--- src/rtl/uart_tx_serializer_p.sv ---
// Parallel-to-serial shifter for the UART TX datapath, LSB- or MSB-first, one bit per ser_en.
// Define UART_SER_SKID_EN to add a one-word holding buffer for gapless back-to-back words.
module uart_tx_serializer_p #(
  parameter int DATA_WIDTH = 8,
  parameter bit MSB_FIRST  = 1'b0,
  parameter bit IDLE_LEVEL = 1'b1,
  localparam int CW = $clog2(DATA_WIDTH)
) (
  input  logic                  CLK,
  input  logic                  RST,
  input  logic [DATA_WIDTH-1:0] P_DATA,
  input  logic                  Data_Valid,
  output logic                  Data_Ready,
  input  logic                  ser_en,
  output logic                  ser_data,
  output logic                  ser_done,
  output logic                  busy,
  output logic [CW-1:0]         bit_cnt
);

  typedef enum logic {S_IDLE, S_SHIFT} state_e;

  state_e                state_q;
  logic [DATA_WIDTH-1:0] sh_q;
  logic [CW-1:0]         cnt_q;
  logic                  sd_q, done_q;
  logic                  accept, last, fin, load_d;
  logic [DATA_WIDTH-1:0] word_d;

  // The bit leaving the shifter always sits at the output end; the rest moves toward it.
  function automatic logic first_bit(input logic [DATA_WIDTH-1:0] w);
    return MSB_FIRST ? w[DATA_WIDTH-1] : w[0];
  endfunction

  function automatic logic [DATA_WIDTH-1:0] shift_out(input logic [DATA_WIDTH-1:0] w);
    return MSB_FIRST ? (w << 1) : (w >> 1);
  endfunction

  assign accept = Data_Valid & Data_Ready;
  assign last   = (cnt_q == CW'(DATA_WIDTH - 1));
  assign fin    = (state_q == S_SHIFT) & ser_en & last;

`ifdef UART_SER_SKID_EN
  logic [DATA_WIDTH-1:0] buf_q;
  logic                  full_q;

  assign Data_Ready = ~full_q;

  // A finishing word hands over to the buffered word, or to a word accepted on that same edge.
  always_comb begin
    load_d = 1'b0;
    word_d = P_DATA;
    if (state_q == S_IDLE) begin
      load_d = accept;
    end else if (fin) begin
      load_d = full_q | accept;
      word_d = full_q ? buf_q : P_DATA;
    end
  end
`else
  assign Data_Ready = (state_q == S_IDLE) & ~RST;

  always_comb begin
    load_d = accept;
    word_d = P_DATA;
  end
`endif

  always_ff @(posedge CLK) begin
    if (RST) begin
      state_q <= S_IDLE;
      sh_q    <= '0;
      cnt_q   <= '0;
      sd_q    <= IDLE_LEVEL;
      done_q  <= 1'b0;
`ifdef UART_SER_SKID_EN
      buf_q   <= '0;
      full_q  <= 1'b0;
`endif
    end else begin
      done_q <= fin;
      if (load_d) begin
        state_q <= S_SHIFT;
        cnt_q   <= '0;
        sd_q    <= first_bit(word_d);
        sh_q    <= shift_out(word_d);
      end else if (state_q == S_SHIFT && ser_en) begin
        if (last) begin
          state_q <= S_IDLE;
          cnt_q   <= '0;
          sd_q    <= IDLE_LEVEL;
          sh_q    <= '0;
        end else begin
          cnt_q <= cnt_q + CW'(1);
          sd_q  <= first_bit(sh_q);
          sh_q  <= shift_out(sh_q);
        end
      end
`ifdef UART_SER_SKID_EN
      if (fin && full_q)
        full_q <= 1'b0;
      if (accept && state_q == S_SHIFT && !fin) begin
        buf_q  <= P_DATA;
        full_q <= 1'b1;
      end
`endif
    end
  end

  assign ser_data = sd_q;
  assign ser_done = done_q;
  assign busy     = (state_q == S_SHIFT);
  assign bit_cnt  = cnt_q;

endmodule

--- config.mk ---
export PLATFORM = sky130hd
export DESIGN_NAME = uart_tx_serializer_p
export DESIGN_NICKNAME = d
export VERILOG_FILES = /design/src/rtl/uart_tx_serializer_p.sv
export SDC_FILE = /design/constraint.sdc
export NUM_CORES = 1
export LEC_CHECK = 0
export CAP_MARGIN = 20
export CELL_PAD_IN_SITES_DETAIL_PLACEMENT = 0
export CELL_PAD_IN_SITES_GLOBAL_PLACEMENT = 1
export CORE_AREA = 2 2 49 51
export DETAILED_ROUTE_END_ITERATION = 10
export DIE_AREA = 0 0 51 53
export GPL_ROUTABILITY_DRIVEN = 0
export PLACE_DENSITY_LB_ADDON = 0.1
export SETUP_SLACK_MARGIN = 0.3
export SLEW_MARGIN = 10
export SYNTH_ARGS = -nofsm -noshare
export SYNTH_HDL_FRONTEND = slang
export SYNTH_SLANG_ARGS = --single-unit
--- constraint.sdc ---
create_clock -name CLK -period 1.7 [get_ports CLK]
set_input_delay 0.51 -clock CLK [delete_from_list [all_inputs] [get_ports CLK]]
set_output_delay 0.51 -clock CLK [all_outputs]
set_load 0.05 [all_outputs]
==> metrics.log, run 1 <==
INFO  metric run_status = complete, no violations
INFO  metric dp_hpwl = between 1000 and 1500 µm
INFO  metric n_antenna_cell = 0
INFO  metric finalWorstSetupSlack = between 200 and 300 ps
INFO  metric power.switching_fraction = approximately 29%
INFO  metric number_of_buffers_inserted_by_hold_repair_at_cts = 0
INFO  metric rsz0062_at_grt = yes
INFO  metric post_layout_nonfiller_instances = between 100 and 150
INFO  metric data_required_time_of_the_critical_path = ~1200 ps
INFO  metric max-cap-violations = 0
INFO  metric power_density = between 600 and 700 mW/mm²
INFO  metric min_path_type = flop to flop
INFO  metric rows = 17
INFO  metric peak_vdd_ir = ~430 µV
INFO  metric whs = 479.8 ps
INFO  metric initial_utilization = 32.73%
INFO  metric final.period_utilization = roughly 84%
INFO  metric share_comb_of_total_power = between 20% and 30%
INFO  metric cts_htree_levels = 1
INFO  metric fmax = approximately 0.70 GHz
INFO  metric timing_max_transition_violations_final = 0
INFO  metric synth_area_leaders = sky130_fd_sc_hd__dfxtp_1 (37%), sky130_fd_sc_hd__a311oi_1 (7.5%), sky130_fd_sc_hd__and2b_1 (6.4%)
INFO  metric route.antenna.remaining_nets = 0
INFO  metric stdcell_area = ~0.0011 mm²
INFO  metric syn_inst = 76
INFO  metric drt-initial-drc-count = 6
INFO  metric internal-power = roughly 0.51 mW
INFO  metric via_count = 669
INFO  metric clock_power_share = 26.8%
INFO  metric fin_nets = roughly 120
INFO  metric clock-root-buffer = sky130_fd_sc_hd__clkbuf_4
INFO  metric ys.warnings.count = 0
INFO  metric worstSetupEndpointType = primary output
INFO  metric place_inst = between 100 and 150
INFO  metric cp_max_fo = 2
INFO  metric clkTransAtPathRegs = 80 ps
INFO  metric post_synth_num_cell_types = 24
INFO  metric grt_pass1_vias = between 600 and 700
INFO  metric drtPass1Iterations = 4
INFO  metric worst_setup_path_start_kind = primary input
INFO  metric slew-limit-headroom = 79.15%
INFO  metric placed_area = slightly above 0.001 mm²
INFO  metric p_seq_share = 47.7%
INFO  metric postSynthNetCount = 90
INFO  metric post_drt_via_cell_ratio = a little over 5
INFO  metric first_pass_grt_wire_length = 2987 µm
INFO  metric synth_top_cell_area_share = 37.01%
INFO  metric clock_sink_count = 13
INFO  metric yosys_register_bits = 13
INFO  metric timing.final.hold_violations = 0
INFO  metric setup_viol_count_final = 0
INFO  metric p_switching = about 0.20 mW
INFO  metric tightestPinTransition = about 310 ps
INFO  metric synth_seq_area_share = between 30 and 40%
INFO  metric layout.cells.most_common_list = sky130_fd_sc_hd__dfxtp_1 (10), sky130_fd_sc_hd__buf_4 (10), sky130_fd_sc_hd__clkdlybuf4s50_1 (8), sky130_fd_sc_hd__buf_12 (7)
INFO  metric preCtsSetupSlack = -162.0 ps
INFO  metric yosysTopAreaCell = sky130_fd_sc_hd__dfxtp_1
INFO  metric track_usage = ~15%
INFO  metric largest_net_degree_at_the_start_of_global_routing = 14
INFO  metric remaining_routing_drc_violations = 0
INFO  metric synthToLayoutAreaGrowth = 53.20%
INFO  metric tritoncts_clock_tree = yes
INFO  metric synth.cell_area = 703.2 µm²
INFO  metric clock_latency = approximately 270 ps
INFO  metric finalWirelength = between 1500 and 2000 µm
INFO  metric cts-buffers-inserted = 3
INFO  metric grt-ovfl-total = 0
INFO  metric worst_ep_arrival_time = about 920 ps
INFO  metric postSynthAreaPerCell = 9.252 µm²
INFO  metric post-route-min-period = roughly 1400 ps
INFO  metric drt-wirelength-per-cell = between 10 and 15 µm
INFO  metric post_route_cells_drive_above_1_share = 29.13%
INFO  metric antenna_found_initial = 0
INFO  metric leakage_dissipation = 0.4111 nW
INFO  metric timing_worst_setup_path_type = primary input to primary output
INFO  metric die_area = approximately 0.0027 mm²
INFO  metric die_width = 51 µm
INFO  metric clockBufferDepth = 2
INFO  metric clock-skew-final = ~1.5 ps
INFO  metric io-pin-count = 19
INFO  metric overall_die_height = approximately 53 µm
INFO  metric finalSetupTns = 0 ps
INFO  metric core-area = ~0.0021 mm²
INFO  metric numPortBuffers = 18
synthesized netlist by cell type:
cell type and n:
sky130_fd_sc_hd__buf_6 2, sky130_fd_sc_hd__mux2_2 1, sky130_fd_sc_hd__o311ai_1 1, sky130_fd_sc_hd__a311oi_1 6
sky130_fd_sc_hd__nand4b_1 1, sky130_fd_sc_hd__clkbuf_1 1, sky130_fd_sc_hd__nand3b_1 5, sky130_fd_sc_hd__nor3b_1 3
sky130_fd_sc_hd__nand3_1 4, sky130_fd_sc_hd__a21o_1 1, sky130_fd_sc_hd__nor2_1 3, sky130_fd_sc_hd__a211oi_1 5
sky130_fd_sc_hd__ha_1 2, sky130_fd_sc_hd__nand2b_1 6, sky130_fd_sc_hd__o21ai_1 1, sky130_fd_sc_hd__nand2_2 1
sky130_fd_sc_hd__nand2_1 3, sky130_fd_sc_hd__or3b_1 1, sky130_fd_sc_hd__buf_4 3, sky130_fd_sc_hd__a31oi_1 1
sky130_fd_sc_hd__a21oi_1 5, sky130_fd_sc_hd__nor2b_1 1, sky130_fd_sc_hd__dfxtp_1 13, sky130_fd_sc_hd__and2b_1 6
cells by family (layout without fill, tap and decap cells):
group,count (synthesis),after routing,share of synthesized area (%)
muxes,1,1,1.601
adders and majority gates,2,2,3.558
DFF,13,13,37.01
and+or+nand+nor,34,34,30.61
buffers and inverters,6,33,6.939
AOI/OAI and AO/OA,20,20,20.29
sequential cells by signal, indices dropped and copies added, names as in the netlist:
register  count
bit_cnt       3
sh_q          7
busy          1
ser_data      1
ser_done      1
path summary, 6_finish.rpt:
kind	from	end	slack, ps	depth (start not counted)
worst max-delay path	RST	Data_Ready	270	3
worst min-delay path	sh_q[6]	sh_q[6]	480	2
worst max register to register	bit_cnt[0]	sh_q[5]	370	4
worst min register to register	sh_q[6]	sh_q[6]	480	2
layer usage:
layer | up-vias | track usage (%) | wire (µm)
met1 | 317 | 20.07 | 902
met4 | 0 | 8.108 | 16
met2 | 11 | 24.03 | 843
met3 | 2 | 2.542 | 62
li1 | 339 | - | -
met5 | - | 0 | 0
worst max-delay path, stage by stage:
cell and delay (ps):
sky130_fd_sc_hd__buf_2 130, sky130_fd_sc_hd__nor2_4 130, sky130_fd_sc_hd__buf_12 140
power by group through the flow:
stage	clock, mW	combinational (mW)	sequential, mW
global route	0.206	0.197	0.343
finish	0.191	0.182	0.340
floorplan	0	0.0827	0.359
global placement	0	0.162	0.356
CTS	0.199	0.181	0.341
detailed placement	0	0.164	0.356
layout make-up:
class | count | area [µm²]
clock buffers | 4 | 26.28
fillers | 213 | 1071
multi-input cells | 57 | 420.4
flip-flops and latches | 13 | 266.5
well taps | 28 | 35.03
repair buffers | 29 | 329.1
stage by stage:
step / total power [mW] / utilization, %
floorplan: 0.4418 / -
global placement: 0.5180 / 47.18
detailed placement: 0.5196 / 47.18
CTS: 0.7198 / 49.39
global route: 0.7458 / 50.15
finish: 0.7136 / 50.15
repair_timing:
| item | 4_1_cts | 5_1_grt |
|---|---|---|
| gates resized for setup | 8 | 2 |
| pin swaps | 2 | 1 |
| buffers inserted | 3 | 0 |
| setup endpoints to repair | 14 | 3 |
No activity file was read; power rests on OpenSTA's default activity.
==> inputs of run 2 (changes only) <==
- CORE_AREA: 2 2 49 51 -> 2 2 51 53
- DIE_AREA: 0 0 51 53 -> 0 0 53 55
- clock period: 1.7 -> 1.3 ns (I/O delays scaled with it)
==> run 2 against run 1 <==
The run now ends with negative setup slack left. Highest routed layer unchanged. Combinational power increased by 52%. Critical path type is now flop to flop. First-iteration DRC count increased by 33%. Sequential cell count unchanged. Power increased by 37%. Setup slack got worse by 290 ps. Count of clock-buffer cells in the layout unchanged. Via count increased by 3.1%. Global-route usage decreased by 1.6 points. Clock power increased by 37%. Critical endpoint is now sh_q[5]. Largest cell class unchanged. Sequential share of layout area decreased by 2.4 points. Critical path depth increased by 2. Die area increased by 7.8%.
==> metrics.log, run 2 (synthesized netlist as in run 1, its figures left out) <==
INFO  metric run_status = finished, violations left
INFO  metric failed_checks = negative setup slack
INFO  metric setup.reg_to_reg.worst_slack = -20 ps (-390 ps)
INFO  metric clock_latency = 280 ps (about the same)
INFO  metric cts_htree_levels = 1 (unchanged)
INFO  metric largest-register = sh_q
INFO  metric die_width = 53 µm (+3.9%)
INFO  metric synthToLayoutAreaGrowth = 76.51%
INFO  metric rsz0062_at_grt = yes
INFO  metric clock-skew-final = 5.165 ps (+3.641 ps)
INFO  metric clkTransAtPathRegs = 90 ps (about the same)
INFO  metric cts-buffers-inserted = 3 (unchanged)
INFO  metric final.period_utilization = 101.3%
INFO  metric largest_net_degree_at_the_start_of_global_routing = 14 (unchanged)
INFO  metric antenna_found_initial = 0 (unchanged)
INFO  metric die_area = 0.002915 mm² (+7.8%)
INFO  metric crit_path_frequent_cell = sky130_fd_sc_hd__ha_4
INFO  metric track_usage = 13.71% (-1.6 points)
INFO  metric fillCellCount = 242 (+14%)
INFO  metric core-area = 0.002365 mm² (+10%)
INFO  metric route.antenna.remaining_nets = 0 (unchanged)
INFO  metric drt-initial-drc-count = 8 (+2)
INFO  metric critical_path.slowest_cell = sky130_fd_sc_hd__dfxtp_4
INFO  metric drtPass1Iterations = 4 (unchanged)
INFO  metric flip_flop_count_of_the_largest_register_after_layout = 7 (unchanged)
INFO  metric post_route_cells_drive_above_1_share = 46.30% (+17 points)
INFO  metric fin_nets = 123 (+4.2%)
INFO  metric dp_hpwl = 1151 µm (-1.6%)
INFO  metric numPortBuffers = 18 (unchanged)
INFO  metric finalWirelength = 1951 µm (+7.0%)
INFO  metric whs = 482.5 ps (+2.667 ps)
INFO  metric timing_worst_setup_path_type = flop to flop
INFO  metric worstSetupEndpointType = flop
INFO  metric max-cap-violations = 0 (unchanged)
INFO  metric rr_worst_depth = 5 (+1)
INFO  metric drt-wirelength-per-cell = 14.14 µm (+1.5%)
INFO  metric place_inst = 125 (+0.81%)
INFO  metric worst_setup_path_start_kind = flop
INFO  metric setup.worst_path.start = bit_cnt[0]
INFO  metric finalWorstSetupSlack = -17.45 ps (-292.0 ps)
INFO  metric grt-ovfl-total = 0 (unchanged)
INFO  metric io-pin-count = 19 (unchanged)
INFO  metric timing.final.hold_violations = 0 (unchanged)
INFO  metric setup_viol_count_final = 4 (+4)
INFO  metric path_delay_family = flip-flops
INFO  metric min_path_type = flop to flop
INFO  metric worst_ep_arrival_time = 1510 ps (+590 ps)
INFO  metric n_antenna_cell = 0 (unchanged)
INFO  metric clockBufferDepth = 2 (unchanged)
INFO  metric r2r_start = bit_cnt[0]
INFO  metric final_core_util = 52.49% (+2.3 points)
INFO  metric layout.cells.most_common_list = sky130_fd_sc_hd__buf_4 (10), sky130_fd_sc_hd__clkdlybuf4s50_1 (8), sky130_fd_sc_hd__buf_12 (8), sky130_fd_sc_hd__dfxtp_1 (7), sky130_fd_sc_hd__and2b_1 (6)
INFO  metric data_required_time_of_the_critical_path = 1490 ps (+300 ps)
INFO  metric tritoncts_clock_tree = yes
INFO  metric overall_die_height = 55 µm (+3.8%)
INFO  metric initial_utilization = 29.74% (-3.0 points)
INFO  metric sum_of_buffers_and_inverters_on_the_critical_path = 1 (-1)
INFO  metric power_density = 790.3 mW/mm² (+19%)
INFO  metric rows = 18 (+1)
INFO  metric timing.critical_path.depth = 5 (+2)
INFO  metric cp_max_fo = 7 (+5)
INFO  metric critPathMaxStageDelay = 380 ps (+240 ps)
INFO  metric tightestPinTransition = 274.3 ps (-38.42 ps)
INFO  metric via_count = 690 (+3.1%)
INFO  metric fmax = between 0.7 and 0.8 GHz
INFO  metric timing.critical_path.cells = ha_4, ha_4, buf_4, nand3b_1, a311oi_1
INFO  metric slew-limit-headroom = 81.60% (+2.5 points)
INFO  metric grt_pass1_vias = 595 (-8.0%)
INFO  metric most_frequent_standard_cell_in_the_layout_excluding_fill_and_tap_cells = sky130_fd_sc_hd__buf_4
INFO  metric peak_vdd_ir = 558.3 µV (+31%)
INFO  metric clock_sink_count = 13 (unchanged)
INFO  metric post-route-min-period = 1317 ps
INFO  metric critPathCapture = sh_q[5]
INFO  metric clock-root-buffer = sky130_fd_sc_hd__clkbuf_4
INFO  metric post_layout_nonfiller_instances = 138 (+5.3%)
INFO  metric first_pass_grt_wire_length = 2787 µm (-6.7%)
INFO  metric r2r-end = sh_q[5]
INFO  metric remaining_routing_drc_violations = 0 (unchanged)
INFO  metric timing_max_transition_violations_final = 0 (unchanged)
INFO  metric post_drt_via_cell_ratio = 5.000 (-2.1%)
INFO  metric leakage_dissipation = 0.4660 nW (+13%)
==> run 2: changes by cell type in the layout (fill, tap and decap cells not counted), moves of 2 or more <==
cell / before / now
sky130_fd_sc_hd__a21oi_1: 5 / 2
sky130_fd_sc_hd__a21oi_2: 0 / 3
sky130_fd_sc_hd__buf_6: 1 / 4
sky130_fd_sc_hd__dfxtp_1: 10 / 7
sky130_fd_sc_hd__dfxtp_4: 1 / 4
sky130_fd_sc_hd__nand3_1: 4 / 1
sky130_fd_sc_hd__nand3_2: 0 / 3
sky130_fd_sc_hd__nor3b_1: 3 / 1
==> run 2: worst min-delay path: cells and delay by family, from the launching register on <==
family,cells,cell delay (ps)
and+or+nand+nor,1,70
DFF,1,330
AOI/OAI and AO/OA,1,40
==> run 2: power by group <==
| part | switching, mW | internal [mW] | total, mW |
|---|---|---|---|
| registers | 0.0255 | 0.417 | 0.443 |
| logic | 0.126 | 0.150 | 0.277 |
| clock network | 0.142 | 0.119 | 0.261 |
==> run 2: what timing repair did <==
action                                  4_1_cts  5_1_grt
hold buffers                                  0        0
pin swaps                                     1        8
setup buffers                                 3        6
resized for setup                            12       17
endpoints found under the setup margin       20       20
==> run 2: worst min-delay path by stage <==
stage	startpoint	to	slack, ps	cells past startpoint
2_1_floorplan	sh_q[6]	sh_q[6]	440	2
3_3_place_gp	sh_q[6]	sh_q[6]	460	2
3_5_place_dp	sh_q[6]	sh_q[6]	470	2
4_1_cts	sh_q[6]	sh_q[6]	480	2
5_1_grt	sh_q[6]	sh_q[6]	500	2
6_report	sh_q[6]	sh_q[6]	480	2
==> run 2: per-stage QoR <==
step	power, mW	TNS (ps)	area (µm²)	setup slack, ps
2_1_floorplan	0.5783	-24.77	760.7	-24.77
3_3_place_gp	0.6751	-4221	1045	-355.7
3_5_place_dp	0.6751	-4399	1045	-376.4
4_1_cts	0.9549	-40.22	1121	-40.22
5_1_grt	1.028	-275.1	1241	-51.07
6_report	0.9810	-42.17	1241	-17.45
==> run 2: layer usage <==
| metal | up-vias | share of wire (%) | wire length [µm] | GRT usage [%] |
|---|---|---|---|---|
| li1 | 349 | - | - | - |
| met1 | 319 | 47 | 924 | 17.24 |
| met2 | 20 | 46 | 892 | 20.83 |
| met3 | 2 | 6.5 | 126 | 5.914 |
| met4 | 0 | 0.41 | 8 | 5.128 |
| met5 | - | 0 | 0 | 0 |
==> run 2: layout make-up <==
class / count / area, µm² / area share, %
repair buffers: 34 / 399.1 / 32.16
well taps: 30 / 37.54 / 3.024
clock buffers: 4 / 26.28 / 2.117
multi-input cells: 57 / 500.5 / 40.32
flip-flops and latches: 13 / 277.8 / 22.38
==> inputs of run 3 (changes only) <==
- CORE_AREA: 2 2 51 53 -> 2 2 49 51
- DIE_AREA: 0 0 53 55 -> 0 0 51 53
- MAX_ROUTING_LAYER: not set -> met4
- clock period: 1.3 -> 1.5 ns (I/O delays scaled with it)
==> run 3 against run 2 <==
The run now ends clean. Non-clock buffer count down 1. Sequential cell count unchanged. Clock power down 15%. Wire length down 5.4%. Setup slack better by 170 ps. Combinational power down 21%. Count of clock-buffer cells in the layout unchanged. Clock skew down 2.7 ps. Power down 16%. Critical path type is now flop to primary output. Critical endpoint is now Data_Ready.
==> metrics.log, run 3 (synthesized netlist as in run 1, its figures left out) <==
INFO  metric antenna_found_initial = 0 (unchanged)
INFO  metric timing.hold.worst_endpoint = sh_q[6]
INFO  metric clock-root-buffer = sky130_fd_sc_hd__clkbuf_4
INFO  metric die_width = 51 µm (-3.8%)
INFO  metric post_layout_nonfiller_instances = 135 (-2.2%)
INFO  metric fin_nets = 122 (-0.81%)
INFO  metric post_route_cells_drive_above_1_share = 41.12% (-5.2 points)
INFO  metric post-route-min-period = 1348 ps
INFO  metric clockBufferDepth = 2 (unchanged)
INFO  metric data_required_time_of_the_critical_path = 1050 ps (-440 ps)
INFO  metric synthToLayoutAreaGrowth = 67.44%
INFO  metric final.period_utilization = 89.85%
INFO  metric initial_utilization = 32.73% (+3.0 points)
INFO  metric layout.cells.most_common_list = sky130_fd_sc_hd__buf_4 (11), sky130_fd_sc_hd__clkdlybuf4s50_1 (8), sky130_fd_sc_hd__buf_12 (8), sky130_fd_sc_hd__dfxtp_1 (7), sky130_fd_sc_hd__nand2b_1 (6)
INFO  metric min_path_type = flop to flop
INFO  metric hold_path.startpoint = sh_q[6]
INFO  metric rr_worst_depth = 4 (-1)
INFO  metric number_of_buffers_inserted_by_hold_repair_at_cts = 0 (unchanged)
INFO  metric remaining_routing_drc_violations = 0 (unchanged)
INFO  metric slew-limit-headroom = 82.56% (+0.96 points)
INFO  metric cts_htree_levels = 1 (unchanged)
INFO  metric numPortBuffers = 18 (unchanged)
INFO  metric setup_viol_count_final = 0 (-4)
INFO  metric final_core_util = 54.80% (+2.3 points)
INFO  metric min_path_cells = 2 (unchanged)
INFO  metric rsz0062_at_grt = yes
INFO  metric via_count = 687 (-0.43%)
INFO  metric core-area = 0.002148 mm² (-9.2%)
INFO  metric most_frequent_standard_cell_in_the_layout_excluding_fill_and_tap_cells = sky130_fd_sc_hd__buf_4
INFO  metric die_area = 0.002703 mm² (-7.3%)
INFO  metric n_antenna_cell = 0 (unchanged)
INFO  metric max-cap-violations = 0 (unchanged)
INFO  metric worst_ep_arrival_time = 900 ps (-610 ps)
INFO  metric largest_net_degree_at_the_start_of_global_routing = 14 (unchanged)
INFO  metric r2r-end = bit_cnt[0]
INFO  metric grt-ovfl-total = 0 (unchanged)
INFO  metric timing_max_transition_violations_final = 0 (unchanged)
INFO  metric run_status = complete, no violations
INFO  metric power_density = 699.0 mW/mm² (-12%)
INFO  metric first_pass_grt_wire_length = 3132 µm (+12%)
INFO  metric largest-register = sh_q
INFO  metric leakage_dissipation = 0.4415 nW (-5.3%)
INFO  metric finalWorstSetupSlack = 152.3 ps (+169.7 ps)
INFO  metric post_drt_via_cell_ratio = 5.089 (+1.8%)
INFO  metric tritoncts_clock_tree = yes
INFO  metric clock_latency = 270 ps (about the same)
INFO  metric fmax = 0.7420 GHz
INFO  metric io-pin-count = 19 (unchanged)
INFO  metric timing.final.hold_violations = 0 (unchanged)
INFO  metric finalWirelength = 1846 µm (-5.4%)
INFO  metric clock_sink_count = 13 (unchanged)
INFO  metric cp_max_fo = 3 (-4)
INFO  metric timing_worst_setup_path_type = flop to primary output
INFO  metric worst_setup_path_start_kind = flop
INFO  metric whs = 491.8 ps (+9.279 ps)
INFO  metric rows = 17 (-1)
INFO  metric dp_hpwl = 1202 µm (+4.4%)
INFO  metric clock-skew-final = 2.438 ps (-2.727 ps)
INFO  metric setup.reg_to_reg.worst_slack = 200 ps (+220 ps)
INFO  metric track_usage = 15.92% (+2.2 points)
INFO  metric preCtsSetupSlack = -306.5 ps (+69.93 ps)
INFO  metric drtPass1Iterations = 4 (unchanged)
INFO  metric worstSetupEndpointType = primary output
INFO  metric overall_die_height = 53 µm (-3.6%)
INFO  metric tightestPinTransition = 260.0 ps (-14.30 ps)
INFO  metric clkTransAtPathRegs = 80 ps (about the same)
INFO  metric drt-initial-drc-count = 8 (unchanged)
INFO  metric fillCellCount = 200 (-17%)
INFO  metric route.antenna.remaining_nets = 0 (unchanged)
INFO  metric cts-buffers-inserted = 3 (unchanged)
INFO  metric flip_flop_count_of_the_largest_register_after_layout = 7 (unchanged)
INFO  metric place_inst = 125 (unchanged)
INFO  metric multi_input_comb_area = 456.7 µm² (-8.8%)
INFO  metric peak_vdd_ir = 455.8 µV (-18%)
INFO  metric drt-wirelength-per-cell = 13.67 µm (-3.3%)
INFO  metric r2r_start = busy
INFO  metric register_area = 277.8 µm² (unchanged)
INFO  metric grt_pass1_vias = 663 (+11%)
==> run 3: cell types whose count changed in the layout (fill, tap and decap cells not counted), sizes merged <==
cell	change
clkbuf	-1
==> run 3: per-layer routing <==
metal	global-route usage (%)	share of wire, %	wire [µm]	up-vias
li1	-	-	-	348
met1	18.18	47	861	317
met2	26.84	47	871	18
met3	4.520	4.6	84	4
met4	5.405	1.5	28	0
met5	-	0	0	-
==> run 3: through the flow <==
stage                     TNS, ps  power (mW)  instance area (µm²)
after CTS                       0      0.8239                 1167
after floorplan                 0      0.5014                762.0
final                           0      0.8230                 1177
after detailed placement    -3332      0.5897                 1057
after global routing            0      0.8661                 1177
after global placement      -3139      0.5883                 1057
==> run 3: power breakdown <==
part           internal, mW  switching, mW
Clock                 0.103          0.118
Sequential            0.362         0.0216
Combinational         0.119          0.100
Total                 0.583          0.240
==> run 3: what timing repair did <==
item | CTS | global route
gates resized for setup | 16 | 4
setup endpoints to repair | 20 | 16
setup buffers | 6 | 0
pin swaps | 3 | 4
==> run 3: how the worst max path moves through the flow <==
stage          startpoint         end  slack, ps  depth (start not counted)
3_5_place_dp   Data_Valid     sh_q[4]       -310                          4
4_1_cts              busy  Data_Ready        120                          2
6_report             busy  Data_Ready        150                          2
2_1_floorplan        busy  Data_Ready        110                          3
5_1_grt              busy  Data_Ready        110                          2
3_3_place_gp   Data_Valid  bit_cnt[0]       -280                          4
==> run 3: critical path, stage by stage (launching register included) <==
cell and delay [ps]:
sky130_fd_sc_hd__dfxtp_4 380, sky130_fd_sc_hd__nor2_4 100, sky130_fd_sc_hd__buf_12 140
==> run 3: layout make-up <==
type                    instances  share of cell area (%)
multi-input cells              57                   38.79
flip-flops and latches         13                   23.59
repair buffers                 33                   32.41
well taps                      28                   2.976
clock buffers                   4                   2.232
